**src/rtl/cache_fill_ctrl.sv**
```systemverilog
// Cache miss controller: optional dirty-victim write-back, word-counted line fill from
// main memory, then a single-cycle tag/valid commit.
module cache_fill_ctrl #(
    parameter  int ADDR_W = 16,
    parameter  int DATA_W = 16,
    parameter  int WORDS  = 8,
    parameter  int OFF_W  = 1,
    localparam int IDX_W  = $clog2(WORDS)
) (
    input  logic              clk,
    input  logic              rst,
    input  logic              miss_detected,
    input  logic [ADDR_W-1:0] miss_address,
    input  logic              victim_dirty,
    input  logic [ADDR_W-1:0] victim_address,
    input  logic [DATA_W-1:0] victim_data,
    input  logic              memory_data_valid,
    input  logic [DATA_W-1:0] memory_data,
    output logic              fsm_busy,
    output logic              mem_read_req,
    output logic              mem_write_req,
    output logic [ADDR_W-1:0] memory_address,
    output logic [DATA_W-1:0] memory_wdata,
    output logic [IDX_W-1:0]  data_array_word_idx,
    output logic              write_data_array,
    output logic [DATA_W-1:0] fill_data,
    output logic              write_tag_array
);

    localparam logic [IDX_W:0]    LP_WORDS     = (IDX_W+1)'(WORDS);
    localparam logic [IDX_W:0]    LP_LAST      = (IDX_W+1)'(WORDS - 1);
    localparam logic [ADDR_W-1:0] LP_LINE_MASK = ADDR_W'((1 << (IDX_W + OFF_W)) - 1);

    typedef enum logic [1:0] {
        ST_IDLE,
        ST_EVICT,
        ST_FILL,
        ST_COMMIT
    } state_t;

    state_t            r_state, w_state_nx;
    logic [ADDR_W-1:0] r_miss_addr, w_miss_addr_nx;
    logic [ADDR_W-1:0] r_victim_addr, w_victim_addr_nx;
    logic [IDX_W:0]    r_ev_cnt, w_ev_cnt_nx;
    logic [IDX_W:0]    r_req_cnt, w_req_cnt_nx;
    logic [IDX_W:0]    r_rcv_cnt, w_rcv_cnt_nx;
    logic [ADDR_W-1:0] w_miss_base;
    logic [ADDR_W-1:0] w_victim_base;

    assign w_miss_base   = r_miss_addr & ~LP_LINE_MASK;
    assign w_victim_base = r_victim_addr & ~LP_LINE_MASK;
    assign fill_data     = memory_data;
    assign fsm_busy      = (r_state != ST_IDLE) || miss_detected;

    function automatic logic [ADDR_W-1:0] word_addr(input logic [ADDR_W-1:0] base,
                                                    input logic [IDX_W-1:0]  idx);
        return base | (ADDR_W'(idx) << OFF_W);
    endfunction

    always_ff @(posedge clk or negedge rst) begin
        if (!rst) begin
            r_state       <= ST_IDLE;
            r_miss_addr   <= '0;
            r_victim_addr <= '0;
            r_ev_cnt      <= '0;
            r_req_cnt     <= '0;
            r_rcv_cnt     <= '0;
        end else begin
            r_state       <= w_state_nx;
            r_miss_addr   <= w_miss_addr_nx;
            r_victim_addr <= w_victim_addr_nx;
            r_ev_cnt      <= w_ev_cnt_nx;
            r_req_cnt     <= w_req_cnt_nx;
            r_rcv_cnt     <= w_rcv_cnt_nx;
        end
    end

    always_comb begin
        w_state_nx          = r_state;
        w_miss_addr_nx      = r_miss_addr;
        w_victim_addr_nx    = r_victim_addr;
        w_ev_cnt_nx         = r_ev_cnt;
        w_req_cnt_nx        = r_req_cnt;
        w_rcv_cnt_nx        = r_rcv_cnt;
        mem_read_req        = 1'b0;
        mem_write_req       = 1'b0;
        write_data_array    = 1'b0;
        write_tag_array     = 1'b0;
        memory_address      = miss_address;
        memory_wdata        = '0;
        data_array_word_idx = '0;

        case (r_state)
            ST_IDLE: begin
                if (miss_detected) begin
                    w_miss_addr_nx   = miss_address;
                    w_victim_addr_nx = victim_address;
                    w_ev_cnt_nx      = '0;
                    w_req_cnt_nx     = '0;
                    w_rcv_cnt_nx     = '0;
                    w_state_nx       = victim_dirty ? ST_EVICT : ST_FILL;
                end
            end
            ST_EVICT: begin
                mem_write_req       = 1'b1;
                data_array_word_idx = r_ev_cnt[IDX_W-1:0];
                memory_address      = word_addr(w_victim_base, r_ev_cnt[IDX_W-1:0]);
                memory_wdata        = victim_data;
                w_ev_cnt_nx         = r_ev_cnt + 1'b1;
                if (r_ev_cnt == LP_LAST) w_state_nx = ST_FILL;
            end
            ST_FILL: begin
                memory_address      = w_miss_base;
                data_array_word_idx = r_rcv_cnt[IDX_W-1:0];
                if (r_req_cnt < LP_WORDS) begin
                    mem_read_req   = 1'b1;
                    memory_address = word_addr(w_miss_base, r_req_cnt[IDX_W-1:0]);
                    w_req_cnt_nx   = r_req_cnt + 1'b1;
                end
                // A valid with nothing outstanding is dropped without touching the counters.
                if (memory_data_valid && (r_rcv_cnt < r_req_cnt)) begin
                    write_data_array = 1'b1;
                    w_rcv_cnt_nx     = r_rcv_cnt + 1'b1;
                    if (r_rcv_cnt == LP_LAST) w_state_nx = ST_COMMIT;
                end
            end
            ST_COMMIT: begin
                write_tag_array = 1'b1;
                memory_address  = w_miss_base;
                w_state_nx      = ST_IDLE;
            end
            default: w_state_nx = ST_IDLE;
        endcase
    end

endmodule

```
**config.mk**
```make
export PLATFORM = sky130hd
export DESIGN_NAME = cache_fill_ctrl
export DESIGN_NICKNAME = d
export VERILOG_FILES = /design/src/rtl/cache_fill_ctrl.sv
export SDC_FILE = /design/constraint.sdc
export NUM_CORES = 1
export LEC_CHECK = 0
export BUFFER_PORTS_ARGS = -buffer_cell sky130_fd_sc_hd__clkbuf_2
export CAP_MARGIN = 10
export CORE_MARGIN = 8
export CORE_UTILIZATION = 46
export CTS_CLUSTER_DIAMETER = 150
export CTS_CLUSTER_SIZE = 25
export DETAILED_ROUTE_END_ITERATION = 10
export PLACE_DENSITY = 0.89
export SLEW_MARGIN = 20
export SYNTH_ARGS = -nofsm -noshare
export SYNTH_HDL_FRONTEND = slang
export SYNTH_SLANG_ARGS = --single-unit
```
**constraint.sdc**
```tcl
create_clock -name clk -period 1.9 [get_ports clk]
set_input_delay 0.19 -clock clk [delete_from_list [all_inputs] [get_ports clk]]
set_output_delay 0.19 -clock clk [all_outputs]
set_load 0.03 [all_outputs]
```
==> flow_summary_export.csv <==
group,metric,value,unit
status,outcome,"finished, violations left",
status,violations,"negative setup slack",
setup_path,timing.rr.start,"r_rcv_cnt[1]",
grt,grt_pass1_wl,11400,um
routing,initialDrtViolationCount,202,
routing,wl,7610,um
worst_hold_path,min_from,"victim_address[15]",
grt,grt-ovfl-total,0,
sta,setup_viol,5,
sta,rsz0062_at_grt,"true",
finish,regArea,955,sq um
sta,final_hold_viol_count,0,
grt,grt_max_degree,39,
floorplan,die_w,89.1,um
sta,tightest_slew,0.498,ns
floorplan,die_area,7950,sq um
clock_tree,cts.sinks,38,
sta,skew,0.0201,ns
setup_path,critPathMaxFanout,9,
setup_path,crit_arrival,1.73,ns
finish,multi_input_area,1490,sq um
grt,antenna_found_initial,0,
logic_synthesis,synth_ff_type,"dfrtp_1",
routing,route.detailed.drc,0,
routing,vias,2355,
logic_synthesis,ys_seq_area_share,38.6,%
finish,area.growth.synth_to_final,39.9,%
setup_path,worst_path_largest_cell_delay,0.47,ns
logic_synthesis,syn_area,2460,sq um
floorplan,dieHeight,89.1,um
power,ir_drop,1.11,mV
job,cap_violations,0,
logic_synthesis,async_flop_share,100,%
sta,relSlewSlack,66.8,%
floorplan,core,5140,sq um
finish,fillCellCount,407,
logic_synthesis,yosys.area.top_type,"dfrtp_1",
setup_path,crit_type,"flop to output pin",
setup_path,start_kind,"flop",
finish,antenna_cells,0,
sta,min_period,1.92,ns
logic_synthesis,synth_cells,262,
logic_synthesis,synth.top_cell.area_share,38.6,%
finish,num-nets-final,431,
grt,grt_pass1_vias,2325,
clock_tree,clk_pin_slew,0.09,ns
logic_synthesis,synth_cell_types,39,
floorplan,rows,26,
placement,dp_hpwl,5320,um
worst_hold_path,min_path_type,"input pin to flop",
logic_synthesis,synthTopCellsByArea,"dfrtp_1 (39%), mux2_2 (11%), o21ai_0 (5.9%), ha_1 (5.6%), buf_4 (5.2%)",
logic_synthesis,synth_seq_cells,38,
power,p_leak,1.60,nW
setup_path,startpoint,"r_state[1]",
logic_synthesis,synth-edff-count,0,
clock_tree,cts_tree,"done",
logic_synthesis,avgSynthCellArea,9.39,sq um
clock_tree,clkLatencyLatePin,0.30,ns
placement,place.gp.congestion,0.915,
power,powerDensity,1880,nW/um^2
sta,min_period_over_period,101,%
logic_synthesis,ys_warn_count,0,
sta,fin_ws,-0.0241,ns
sta,drv_slew,0,
setup_path,endpoint_kind,"output pin",
grt,grt_usage,18.6,%
finish,drive_gt1_share,56.3,%
placement,place.port_buffers,88,
clock_tree,cts-root-buf,"clkbuf_8",
sta,hold_ws,0.129,ns
setup_path,path_cells,"inv_4 -> ha_4 -> buf_12 -> a22oi_1 -> o21ai_1 -> buf_4",
floorplan,start_util,47.9,%
sta,tns,-0.0595,ns
setup_path,cp.required,1.71,ns
logic_synthesis,syn_nets,342,
clock_tree,cts_buffer_depth,2,
floorplan,pin_count,125,
setup_path,critPathSlowestCell,"dfrtp_2",
sta,fmaxAchievable,520,MHz
routing,antenna_left,0,
routing,firstDrtPassIters,4,
clock_tree,numCtsBuffers,5,
routing,via_per_inst,5.58,
setup_path,reg2reg_slack,0.05,ns
clock_tree,htreeDepth,2,
routing,avgRoutedWirePerCell,18.0,um
worst max-delay path, delay by kind of cell (launching register included):
family / cells / cell delay [ns]
AOI/OAI and AO/OA: 2 / 0.24
buffers and inverters: 3 / 0.45
DFF: 1 / 0.47
adders and majority gates: 1 / 0.27
synthesized netlist by cell type, drive strengths merged (2+ instances only):
library cell  instances
and2                 17
or4                   3
ha                   11
nand4                 3
a22oi                12
a31oi                 2
clkbuf                9
and3                  2
mux2                 25
nor3                  4
nand2b                2
nor3b                 2
a21boi                6
buf                  23
nor2b                 2
o211ai                5
a32oi                 2
mux2i                 3
nor2                  8
nand3                 2
nand2                30
inv                   8
o21ai                29
dfrtp                38
a21oi                 3
state kept, by name (all words and copies together), names as in the netlist:
| name | cells |
|---|---|
| r_victim_addr | 12 |
| r_req_cnt | 4 |
| r_miss_addr | 12 |
| r_ev_cnt | 4 |
| r_rcv_cnt | 4 |
| r_state | 2 |
worst paths after layout:
path,end,cells past startpoint
max in group asynchronous,r_rcv_cnt[1],3
min in group asynchronous,r_state[1],3
hold / removal,r_victim_addr[15],2
setup reg to reg,r_state[0],5
hold reg to reg,r_miss_addr[4],1
setup / recovery,memory_address[9],6
timing repair:
action / in CTS / in global routing
buffers inserted: 3 / 6
setup endpoints to repair: 19 / 37
pin swaps: 4 / 14
cloned: 2 / 1
resized for setup: 26 / 71
hold buffers: 1 / 0
hold endpoints to repair: 38 / 0
kinds of logic (layout without fill, tap and decap cells):
kind of cell / after synthesis / after routing / synth area share, %
compound gates: 67 / 67 / 17.9
xor+xnor: 1 / 1 / 0.356
fa+ha+maj: 11 / 11 / 5.59
buf+inv: 40 / 129 / 9.00
flops: 38 / 38 / 38.6
mux: 28 / 28 / 12.7
simple gates: 77 / 78 / 15.9
final cells by class:
| type | instances | area share, % |
|---|---|---|
| Multi-Input combinational cell | 185 | 43.2 |
| Tap cell | 70 | 2.54 |
| Timing Repair Buffer | 113 | 22.7 |
| Clock buffer | 6 | 2.40 |
| Clock inverter | 2 | 0.363 |
| Sequential cell | 38 | 27.7 |
| Inverter | 8 | 1.02 |
where the power goes:
| part | switching, mW | internal [mW] | total (mW) |
|---|---|---|---|
| registers | 0.310 | 1.17 | 1.48 |
| clock network | 0.295 | 0.292 | 0.587 |
| logic | 2.47 | 1.94 | 4.40 |
| total | 3.07 | 3.40 | 6.47 |
layer usage:
metal	GRT usage, %	share of wire, %	vias up	wire length, um
met5	0	0	-	0
met4	9.06	2.8	0	216
met3	3.49	8.2	22	626
met2	33.3	53	100	4020
met1	20.6	36	1135	2750
li1	-	-	1098	-
per-stage QoR:
step	setup WS (ns)	instance area, sq um	util (%)	total power, mW	std cells
global route	-0.0947	3440	67.0	6.83	422
floorplan	0.0465	2520	-	3.98	262
CTS	-0.0794	3240	63.0	5.93	415
global placement	0.134	2980	58.0	4.82	401
detailed placement	0.0101	2980	58.0	4.97	401
finish	-0.0241	3440	67.0	6.47	422
placed cells by master, fill, tap and decap left out, drive strengths merged, types with 2 or more instances in the layout:
master  Yosys  routed
a32oi       2       2
mux2i       3       3
a31oi       2       2
nor2        8       8
inv         8       8
nor3        4       4
a22oi      12      12
nor3b       2       2
nand2      30      30
dfrtp      38      38
and3        2       2
o211ai      5       5
or4         3       3
a21boi      6       6
nand2b      2       2
nand4       3       3
ha         11      11
and2       17      17
o21ai      29      29
buf        23      41
mux2       25      25
clkbuf      9      77
nor2b       2       2
a21oi       3       3
or2         1       2
nand3       2       2
Power figures use the tool's default switching activity.
